==> config.mk <==
export PLATFORM = sky130hd
export DESIGN_NAME = scanner_gen_flat
export DESIGN_NICKNAME = d
export VERILOG_FILES = /design/src/rtl/scanner_gen_if.sv /design/src/rtl/scanner_gen.sv /design/src/flat_wrapper.sv
export SDC_FILE = /design/constraint.sdc
export NUM_CORES = 1
export LEC_CHECK = 0
export CAP_MARGIN = 15
export CORE_MARGIN = 3
export CORE_UTILIZATION = 55
export CTS_CLUSTER_SIZE = 8
export DETAILED_ROUTE_END_ITERATION = 8
export DONT_BUFFER_PORTS = 1
export HOLD_SLACK_MARGIN = 0.1
export PLACE_DENSITY = 0.7
export SLEW_MARGIN = 10
export SYNTH_ARGS = -nofsm -noshare
export SYNTH_HDL_FRONTEND = slang
export SYNTH_SLANG_ARGS = --single-unit
==> constraint.sdc <==
create_clock -name clk -period 5.2 [get_ports clk]
set_input_delay 1.04 -clock clk [delete_from_list [all_inputs] [get_ports clk]]
set_output_delay 1.04 -clock clk [all_outputs]
set_load 0.1 [all_outputs]
==> src/rtl/scanner_gen_if.sv <==
// Control and status bundle between a scanner_gen block and its controller.
// Latency: none (wires only).
// Backpressure: none; pulses and levels only, no handshake stalls.
interface scanner_gen_if #(
  parameter int PW = 4
);
  // Controller to scanner
  logic          whichScanner;
  logic          initialOn;
  logic          goToStandby;
  logic          startScan;
  logic          startTransfer;
  logic          flush;
  // Scanner to controller / peer
  logic [2:0]    state;
  logic [PW-1:0] buffer_progress;
  logic          readyToTransfer;
  logic          otherGoToStandby;
  logic          otherStartScan;
  logic          otherFlush;
  logic          overflow;
  logic          xfer_valid;
  logic          xfer_last;

  modport master (
    output whichScanner, initialOn, goToStandby, startScan, startTransfer, flush,
    input  state, buffer_progress, readyToTransfer, otherGoToStandby,
           otherStartScan, otherFlush, overflow, xfer_valid, xfer_last
  );

  modport slave (
    input  whichScanner, initialOn, goToStandby, startScan, startTransfer, flush,
    output state, buffer_progress, readyToTransfer, otherGoToStandby,
           otherStartScan, otherFlush, overflow, xfer_valid, xfer_last
  );
endinterface

==> src/rtl/scanner_gen.sv <==
// Scanner buffer controller: fills a sample buffer, signals the peer scanner, drains on request.
// Latency: state/progress update on the sampling edge; peer pulses one cycle after the level is reached.
// Backpressure: none; startTransfer is ignored until the buffer reaches READY_AT, lost samples set overflow.
module scanner_gen #(
  parameter int DEPTH    = 10,
  parameter int PW       = 4,
  parameter int WAKE_AT  = 5,
  parameter int START_AT = 8,
  parameter int READY_AT = 9,
  parameter int SCAN_DIV = 4,
  parameter int XFER_DIV = 2
) (
  input logic          clk,
  input logic          reset,
  scanner_gen_if.slave bus
);

  typedef enum logic [2:0] {
    S_OFF      = 3'd0,
    S_STANDBY  = 3'd1,
    S_SCANNING = 3'd2,
    S_FULL     = 3'd3,
    S_TRANSFER = 3'd4,
    S_FLUSH    = 3'd5
  } state_t;

  // One prescaler serves both sample and transfer rates, so size it for the slower one.
  localparam int MAXDIV = (SCAN_DIV > XFER_DIV) ? SCAN_DIV : XFER_DIV;
  localparam int CW     = (MAXDIV > 1) ? $clog2(MAXDIV) : 1;

  localparam logic [CW-1:0] SCAN_LAST = CW'(SCAN_DIV - 1);
  localparam logic [CW-1:0] XFER_LAST = CW'(XFER_DIV - 1);
  localparam logic [PW-1:0] DEPTH_L   = PW'(DEPTH);
  localparam logic [PW-1:0] WAKE_L    = PW'(WAKE_AT);
  localparam logic [PW-1:0] START_L   = PW'(START_AT);
  localparam logic [PW-1:0] READY_L   = PW'(READY_AT);
  localparam logic [PW-1:0] ONE_L     = PW'(1);

  state_t        state_q, state_d;
  logic [PW-1:0] prog_q, prog_d;
  logic [CW-1:0] presc_q, presc_d;
  logic          overflow_q, overflow_d;
  logic          xfer_valid_q, xfer_valid_d;
  logic          xfer_last_q, xfer_last_d;
  // Peer pulses are staged: *_pend marks the edge the level was reached, the pulse follows one edge later.
  logic          wake_pend_q, wake_pend_d;
  logic          start_pend_q, start_pend_d;
  logic          flush_pend_q, flush_pend_d;
  logic          other_gts_q, other_ss_q, other_flush_q;

  logic          ready;
  logic          scan_tick;
  logic          xfer_tick;
  logic [PW-1:0] prog_inc;

  assign ready     = ((state_q == S_SCANNING) || (state_q == S_FULL)) && (prog_q >= READY_L);
  assign scan_tick = (presc_q == SCAN_LAST);
  assign xfer_tick = (presc_q == XFER_LAST);
  assign prog_inc  = prog_q + ONE_L;

  // Next-state and datapath decisions, highest-priority input first.
  always_comb begin
    state_d      = state_q;
    prog_d       = prog_q;
    overflow_d   = overflow_q;
    xfer_valid_d = 1'b0;
    xfer_last_d  = 1'b0;
    wake_pend_d  = 1'b0;
    start_pend_d = 1'b0;
    flush_pend_d = 1'b0;

    case (state_q)
      S_OFF: begin
        // flush has nothing to discard here, so it is ignored.
        if (bus.goToStandby) begin
          state_d = S_STANDBY;
        end else if (bus.startScan) begin
          state_d = S_SCANNING;
        end else if (bus.initialOn && bus.whichScanner) begin
          state_d = S_SCANNING;
        end
      end

      S_STANDBY: begin
        if (bus.flush) begin
          state_d    = S_FLUSH;
          prog_d     = '0;
          overflow_d = 1'b0;
        end else if (bus.startScan) begin
          state_d = S_SCANNING;
        end
      end

      S_SCANNING: begin
        if (bus.flush) begin
          state_d    = S_FLUSH;
          prog_d     = '0;
          overflow_d = 1'b0;
        end else if (bus.startTransfer && ready) begin
          // A sample tick on the accepting edge is dropped on purpose.
          state_d = S_TRANSFER;
        end else if (scan_tick) begin
          prog_d = prog_inc;
          if (prog_inc == WAKE_L)  wake_pend_d  = 1'b1;
          if (prog_inc == START_L) start_pend_d = 1'b1;
          if (prog_inc >= DEPTH_L) state_d      = S_FULL;
        end
      end

      S_FULL: begin
        if (bus.flush) begin
          state_d    = S_FLUSH;
          prog_d     = '0;
          overflow_d = 1'b0;
        end else if (bus.startTransfer && ready) begin
          state_d = S_TRANSFER;
        end else if (scan_tick) begin
          overflow_d = 1'b1;
        end
      end

      S_TRANSFER: begin
        if (bus.flush) begin
          state_d    = S_FLUSH;
          prog_d     = '0;
          overflow_d = 1'b0;
        end else if (prog_q == '0) begin
          // Defensive: never underflow, just leave.
          state_d = S_STANDBY;
        end else if (xfer_tick) begin
          prog_d       = prog_q - ONE_L;
          xfer_valid_d = 1'b1;
          if (prog_q == ONE_L) begin
            xfer_last_d  = 1'b1;
            state_d      = S_STANDBY;
            flush_pend_d = overflow_q;
          end
        end
      end

      S_FLUSH: begin
        state_d = S_STANDBY;
      end

      default: begin
        state_d = S_OFF;
      end
    endcase
  end

  // Prescaler: restart on any state change, otherwise count at the rate of the current state.
  always_comb begin
    presc_d = '0;
    if (state_d == state_q) begin
      if ((state_q == S_SCANNING) || (state_q == S_FULL)) begin
        presc_d = scan_tick ? '0 : presc_q + CW'(1);
      end else if (state_q == S_TRANSFER) begin
        presc_d = xfer_tick ? '0 : presc_q + CW'(1);
      end
    end
  end

  // State and output registers; reset clears everything including staged peer pulses.
  always_ff @(posedge clk) begin
    if (reset) begin
      state_q       <= S_OFF;
      prog_q        <= '0;
      presc_q       <= '0;
      overflow_q    <= 1'b0;
      xfer_valid_q  <= 1'b0;
      xfer_last_q   <= 1'b0;
      wake_pend_q   <= 1'b0;
      start_pend_q  <= 1'b0;
      flush_pend_q  <= 1'b0;
      other_gts_q   <= 1'b0;
      other_ss_q    <= 1'b0;
      other_flush_q <= 1'b0;
    end else begin
      state_q       <= state_d;
      prog_q        <= prog_d;
      presc_q       <= presc_d;
      overflow_q    <= overflow_d;
      xfer_valid_q  <= xfer_valid_d;
      xfer_last_q   <= xfer_last_d;
      wake_pend_q   <= wake_pend_d;
      start_pend_q  <= start_pend_d;
      flush_pend_q  <= flush_pend_d;
      other_gts_q   <= wake_pend_q;
      other_ss_q    <= start_pend_q;
      other_flush_q <= flush_pend_q;
    end
  end

  assign bus.state            = state_q;
  assign bus.buffer_progress  = prog_q;
  assign bus.readyToTransfer  = ready;
  assign bus.overflow         = overflow_q;
  assign bus.xfer_valid       = xfer_valid_q;
  assign bus.xfer_last        = xfer_last_q;
  assign bus.otherGoToStandby = other_gts_q;
  assign bus.otherStartScan   = other_ss_q;
  assign bus.otherFlush       = other_flush_q;

endmodule

==> src/flat_wrapper.sv <==
// flat-port wrapper written by rule: the top's interface ports become plain ports
module scanner_gen_flat 
#(
  parameter int DEPTH    = 10,
  parameter int PW       = 4,
  parameter int WAKE_AT  = 5,
  parameter int START_AT = 8,
  parameter int READY_AT = 9,
  parameter int SCAN_DIV = 4,
  parameter int XFER_DIV = 2
)
  (clk, reset, bus_whichScanner, bus_initialOn, bus_goToStandby, bus_startScan, bus_startTransfer, bus_flush, bus_state, bus_buffer_progress, bus_readyToTransfer, bus_otherGoToStandby, bus_otherStartScan, bus_otherFlush, bus_overflow, bus_xfer_valid, bus_xfer_last);
  scanner_gen_if #(.PW(PW)) bus_i ();
  input logic clk;
  input logic reset;
  input wire logic [$bits(bus_i.whichScanner)-1:0] bus_whichScanner;
  input wire logic [$bits(bus_i.initialOn)-1:0] bus_initialOn;
  input wire logic [$bits(bus_i.goToStandby)-1:0] bus_goToStandby;
  input wire logic [$bits(bus_i.startScan)-1:0] bus_startScan;
  input wire logic [$bits(bus_i.startTransfer)-1:0] bus_startTransfer;
  input wire logic [$bits(bus_i.flush)-1:0] bus_flush;
  output wire logic [$bits(bus_i.state)-1:0] bus_state;
  output wire logic [$bits(bus_i.buffer_progress)-1:0] bus_buffer_progress;
  output wire logic [$bits(bus_i.readyToTransfer)-1:0] bus_readyToTransfer;
  output wire logic [$bits(bus_i.otherGoToStandby)-1:0] bus_otherGoToStandby;
  output wire logic [$bits(bus_i.otherStartScan)-1:0] bus_otherStartScan;
  output wire logic [$bits(bus_i.otherFlush)-1:0] bus_otherFlush;
  output wire logic [$bits(bus_i.overflow)-1:0] bus_overflow;
  output wire logic [$bits(bus_i.xfer_valid)-1:0] bus_xfer_valid;
  output wire logic [$bits(bus_i.xfer_last)-1:0] bus_xfer_last;
  assign bus_i.whichScanner = bus_whichScanner;
  assign bus_i.initialOn = bus_initialOn;
  assign bus_i.goToStandby = bus_goToStandby;
  assign bus_i.startScan = bus_startScan;
  assign bus_i.startTransfer = bus_startTransfer;
  assign bus_i.flush = bus_flush;
  assign bus_state = bus_i.state;
  assign bus_buffer_progress = bus_i.buffer_progress;
  assign bus_readyToTransfer = bus_i.readyToTransfer;
  assign bus_otherGoToStandby = bus_i.otherGoToStandby;
  assign bus_otherStartScan = bus_i.otherStartScan;
  assign bus_otherFlush = bus_i.otherFlush;
  assign bus_overflow = bus_i.overflow;
  assign bus_xfer_valid = bus_i.xfer_valid;
  assign bus_xfer_last = bus_i.xfer_last;
  scanner_gen #(.DEPTH(DEPTH), .PW(PW), .WAKE_AT(WAKE_AT), .START_AT(START_AT), .READY_AT(READY_AT), .SCAN_DIV(SCAN_DIV), .XFER_DIV(XFER_DIV)) u_core (.clk(clk), .reset(reset), .bus(bus_i));
endmodule
==> impl_metrics.toml <==
[outcome]
status = "finished clean"

[floorplan]
die_y_um = 51.1
die_w_um = 51.1
rows = 15
core_mm2 = 0.00182
num_io_pins = 22
die-area_mm2 = 0.00261
start_util_pct = 61.4

[clock_network]
clock-sinks = 18
cts_made_buffers = 3
root_buffer = "clkbuf_4"
cts_setup_buffers = 0
cts_max_level = 1
clock_path_buffers = 2
postCtsHoldBufs = 0
cts_tree = "yes"
clkTransAtPathRegs_ns = 0.11
clkLatencyLatePin_ns = 0.30
post_cts_resized = 0

[synthesis]
synth.distinct_cells = 46
ys.flop_type = "dfxtp_1"
synth_top_area_share_pct = 32.2
synth_area_mm2 = 0.00112
yosysMostFrequentCell = "dfxtp_1"
ys_seq_area_share_pct = 32.2
syn_area_per_cell_um2 = 8.47
synth_edf_count = 0
syn_inst = 132
ys_top_cells_by_area = "dfxtp_1 32%, ha_1 8.9%, a21oi_1 4.5%, a211oi_1 4.0%, nand2b_1 3.9%"
synth_nets = 148
synth_commonest_cells = "18 x dfxtp_1, 10 x a21oi_1, 8 x ha_1, 8 x inv_1, 8 x nor2_1"
yosysWarnings = 0
async_flop_share_pct = 0
yosysTopAreaCell = "dfxtp_1"
ys_seq_elements = 18

[global_route]
grt_pass1_vias = 931
grt_max_degree = 17
antenna_found_initial = 0
grt_pass1_wl_um = 4180
grt_overflow = 0
grt_use_total_pct = 20.9

[pwr]
netSwitchingFraction_pct = 40.0
pwr-share-comb_pct = 40.0
power.leakage_nw = 0.480
ir_drop_mv = 0.230
powerDensity_mw_per_mm2 = 325
seqPwrFrac_pct = 37.8
total_power_mw = 0.394
clkPwrFrac_pct = 22.2
p_int_mw = 0.236
power.switching_mw = 0.158

[routing]
routed_wl_um = 2510
drc = 0
via_per_inst = 6.04
num_vias = 978
antenna_left = 0
drt_iter0_drc = 34
wire_per_inst_um = 15.5
drtPass1Iterations = 4

[sta]
fmax_mhz = 339
period_needed_ns = 2.95
finalHoldViolCount = 0
finalClockSkew_ns = 0.00600
period_share_pct = 56.7
tightestPinTransition_ns = 0.991
maxSlewHeadroom_pct = 33.9
finalSetupViolCount = 0
worst_slack_ns = 2.25
rsz0062_at_grt = "no"
fin_tns_setup_ns = 0
slew_violations = 0

[critical_path]
required_ns = 4.16
r2r_slack_ns = 2.95
worstSetupPathType = "flip-flop to output port"
critPathLaunchType = "flip-flop"
ff2ff_path_depth = 7
timing.rr.end = "u_core.bus.buffer_progress[0]$_SDFFE_PP0P_"
r2r_start = "u_core.bus.buffer_progress[0]$_SDFFE_PP0P_"
cp_max_fo = 7
critPathCaptureType = "output port"
worst_path_max_delay_cell = "dfxtp_1"
arrival_ns = 1.91
cp_cell_sequence = "inv_1 -> ha_1 -> or3b_4 -> nand2_1 -> nor2_2 -> buf_4"
max_stage_delay_ns = 0.46

[min_path]
hold_depth = 1
min_from = "u_core.flush_pend_q$_SDFF_PP0_"
hold_path.class = "flip-flop to flip-flop"
hold_path_end = "u_core.bus.otherFlush$_SDFF_PP0_"

[cells_and_area]
fin_nets = 154
fin_util_pct = 66.7
antenna_cells = 0
fillerInstances = 171
drive_gt1_share_pct = 17.5
multiInputGateArea_um2 = 696
area_delta_synth_final_pct = 8.50
fin_cells = 162
layout.area.seq_um2 = 360

[placement]
dp_cells = 158
dp_slack_ns = 2.62
hpwl_um = 1880
io_buffers = 0
gp_congestion = 0.853

[run]
drv_cap = 0
[sequential cells by signal (all words and copies together), names as in the netlist]
| name | count |
|---|---|
| u_core.bus.buffer_progress | 4 |
| u_core.bus.state | 3 |
| u_core.presc_q | 2 |
| u_core.bus.otherFlush | 1 |
| u_core.bus.otherGoToStandby | 1 |
| u_core.bus.otherStartScan | 1 |
| u_core.bus.overflow | 1 |
| u_core.bus.xfer_last | 1 |
| u_core.bus.xfer_valid | 1 |
| u_core.flush_pend_q | 1 |
| u_core.start_pend_q | 1 |
| u_core.wake_pend_q | 1 |
[placed cells by master (no fill, tap or decap), types with 2 or more instances in the layout]
cell and count:
a22oi_1 2, inv_1 8, a21oi_1 10, nor2b_1 4, ha_1 8, dfxtp_1 18, nor3_1 5, or3b_4 2
o21ai_0 3, o22ai_1 3, or3_1 2, nor2_1 7, a211oi_1 6, nand2_1 6, nand3b_1 3, clkbuf_4 3
xor2_1 2, nand3_1 3, nand2b_1 7, buf_4 8
[power by group through the flow]
stage	sequential, mW	clock (mW)	combinational [mW]
floorplan	0.198	0	0.0851
global placement	0.152	0	0.153
detailed placement	0.152	0	0.156
CTS	0.149	0.0890	0.156
global route	0.150	0.0947	0.169
finish	0.149	0.0876	0.158
[metrics by stage]
step / instance area [µm²] / hold WS, ns
2_1_floorplan: 1120 / 0.414
3_3_place_gp: 1180 / 0.420
3_5_place_dp: 1180 / 0.436
4_1_cts: 1210 / 0.457
5_1_grt: 1210 / 0.468
6_report: 1210 / 0.453
[final cells by class]
class | count | area share [%]
Multi-Input combinational cell | 99 | 57.3
Timing Repair Buffer | 8 | 4.95
Tap cell | 25 | 2.58
Clock buffer | 4 | 2.99
Sequential cell | 18 | 29.7
Inverter | 8 | 2.47
[per-layer routing]
layer / part of all wire, % / track usage, % / vias up
met5: 0 / 0 / -
met4: 0.92 / 7.62 / 0
met3: 8.7 / 5.83 / 4
met2: 47 / 34.3 / 46
met1: 44 / 25.9 / 442
li1: - / - / 486
[worst max path at each step]
stage	startpoint	end	slack [ns]	cells past startpoint
after global placement	u_core.bus.buffer_progress[0]$_SDFFE_PP0P_	bus_readyToTransfer	2.67	6
after floorplan	u_core.bus.buffer_progress[0]$_SDFFE_PP0P_	bus_readyToTransfer	1.06	5
after CTS	u_core.bus.buffer_progress[0]$_SDFFE_PP0P_	bus_readyToTransfer	2.27	6
final	u_core.bus.buffer_progress[0]$_SDFFE_PP0P_	bus_readyToTransfer	2.25	6
after detailed placement	u_core.bus.buffer_progress[0]$_SDFFE_PP0P_	bus_readyToTransfer	2.62	6
after global routing	u_core.bus.buffer_progress[0]$_SDFFE_PP0P_	bus_readyToTransfer	2.12	6
[cells by family (layout without fill, tap and decap cells)]
logic type | Yosys count | after routing | share of synthesized area (%)
and+or+nand+nor | 53 | 53 | 28.7
buffers and inverters | 15 | 20 | 5.82
xor gates and xnor gates | 3 | 3 | 2.35
muxes | 1 | 1 | 0.895
adders and majority gates | 8 | 8 | 8.95
DFF | 18 | 18 | 32.2
AOI/OAI and AO/OA | 34 | 34 | 21.0
[critical path: cells and delay by family (launching register included)]
family	cells	cell delay, ns
adder cells (fa/ha/maj)	1	0.27
buffers and inverters	2	0.44
flip-flops	1	0.46
AND/OR/NAND/NOR	3	0.45
Power figures use the tool's default switching activity.
==> variant, RTL diff (same settings) <==
`READY_AT` is set to 9 in 2 places; all go to 4.
--- a/src/rtl/scanner_gen.sv
+++ b/src/rtl/scanner_gen.sv
@@ -8,3 +8,3 @@
   parameter int START_AT = 8,
-  parameter int READY_AT = 9,
+  parameter int READY_AT = 4,
   parameter int SCAN_DIV = 4,
--- a/src/flat_wrapper.sv
+++ b/src/flat_wrapper.sv
@@ -7,3 +7,3 @@
   parameter int START_AT = 8,
-  parameter int READY_AT = 9,
+  parameter int READY_AT = 4,
   parameter int SCAN_DIV = 4,
Function: same outputs for any inputs over 10 cycles, from zero or initial values and one cycle with reset high; that may be too few to reach the edited logic, so the function may still have changed.
==> variant against the unedited design <==
Register-to-register slack got worse by 0.54 ns. Final cell count is 8.0% higher. Wire length is 3.5% higher. Maximum frequency decreased by 4.6%. Cell area up 4.9%. Largest power group is now registers. Synthesized area up 7.3%. Worst hold slack got worse by 0.0033 ns. Sequential cell count is the same. Sequential share of layout area is 1.4 points lower. Total power fell by 0.98%. Clock power up 1%. Utilization down 3.7 points. First-iteration DRC count increased by 35%. Worst setup slack got worse by 0.14 ns.
==> variant: results <==
[status]
outcome = finished clean

[critical_path]
path_max_fanout = 17
cp_slowest_stage_delay_ns = 0.84
crit_family = simple AND/OR/NAND/NOR gates
worstSetupStartpoint = u_core.bus.state[1]$_SDFF_PP0_
r2r_setup_slack_ns = 2.41
crit_path_top_delay_cell = nor2_2

[cells_and_area]
fin_util_pct = 63.00
layout-drive-gt1-share_pct = 12.84
final_nets = 166
fillers = 168

[sta]
finClkSkew_ns = 0.009598

[placement]
dpl.hpwl_um = 1907
place_area_um2 = 1237
routabilityCongestion = 0.8707

[pwr]
irDropWorstVdd_uv = 142.2
leakagePower_nw = 0.4710

[detailed_routing]
wl_um = 2600
drt-initial-drc-count = 46
vias = 1082

[yosys]
syn_nets = 164
synth_common_cells = dfxtp_1 (18), nor2_1 (15), a21oi_1 (13), ha_1 (9), nand2_1 (9)
ys_types = 45

[global_routing]
grt_pass1_wl_um = 4595
grt_pass1_vias = 979
grt_max_degree = 21
grt.total_usage_pct = 21.99
-- variant: cell type report --
type                            count  area share [%]
Sequential cell                    18           28.29
Inverter                            7           2.063
Clock buffer                        4           2.849
Timing Repair Buffer                6           3.536
Multi-Input combinational cell    113           60.61
Tap cell                           27           2.652
-- variant: through the flow --
| step | hold WS [ns] | cells | setup slack [ns] |
|---|---|---|---|
| after floorplan | 0.4138 | 147 | 1.550 |
| after global placement | 0.4178 | 171 | 2.474 |
| after detailed placement | 0.4311 | 171 | 2.413 |
| after CTS | 0.4517 | 175 | 2.102 |
| after global routing | 0.4694 | 175 | 2.008 |
| final | 0.4495 | 175 | 2.108 |
-- variant: logic make-up after synthesis --
kind of cell    share of synthesized area, %
compound gates                         24.40
xor+xnor                               2.190
fa+ha+maj                              9.385
buf+inv                                5.840
flops                                  30.03
simple gates                           28.15
-- variant: worst register-to-register path, cell delays in order, from the launching register on --
cell     delay (ns)
dfxtp_1        1.08
inv_1          0.31
ha_1           0.30
or3b_2         0.19
a21oi_1        0.07
o211a_4        0.26
or4_1          0.39
a21oi_1        0.13
-- variant: per-layer routing --
layer	up-vias	GRT usage [%]	routed length (um)	share of wire, %
li1	549	-	-	-
met4	0	6.383	22	0.85
met2	40	33.47	1118	43
met1	489	30.65	1229	47
met3	4	4.843	230	8.8
met5	-	0	0	0
-- variant: power by group through the flow --
| stage | Clock (mW) | Combinational [mW] | Sequential [mW] |
|---|---|---|---|
| final | 0.0888 | 0.150 | 0.151 |
| after global placement | 0 | 0.149 | 0.154 |
| after CTS | 0.0908 | 0.150 | 0.151 |
| after global routing | 0.0997 | 0.167 | 0.152 |
| after floorplan | 0 | 0.0908 | 0.193 |
| after detailed placement | 0 | 0.149 | 0.154 |
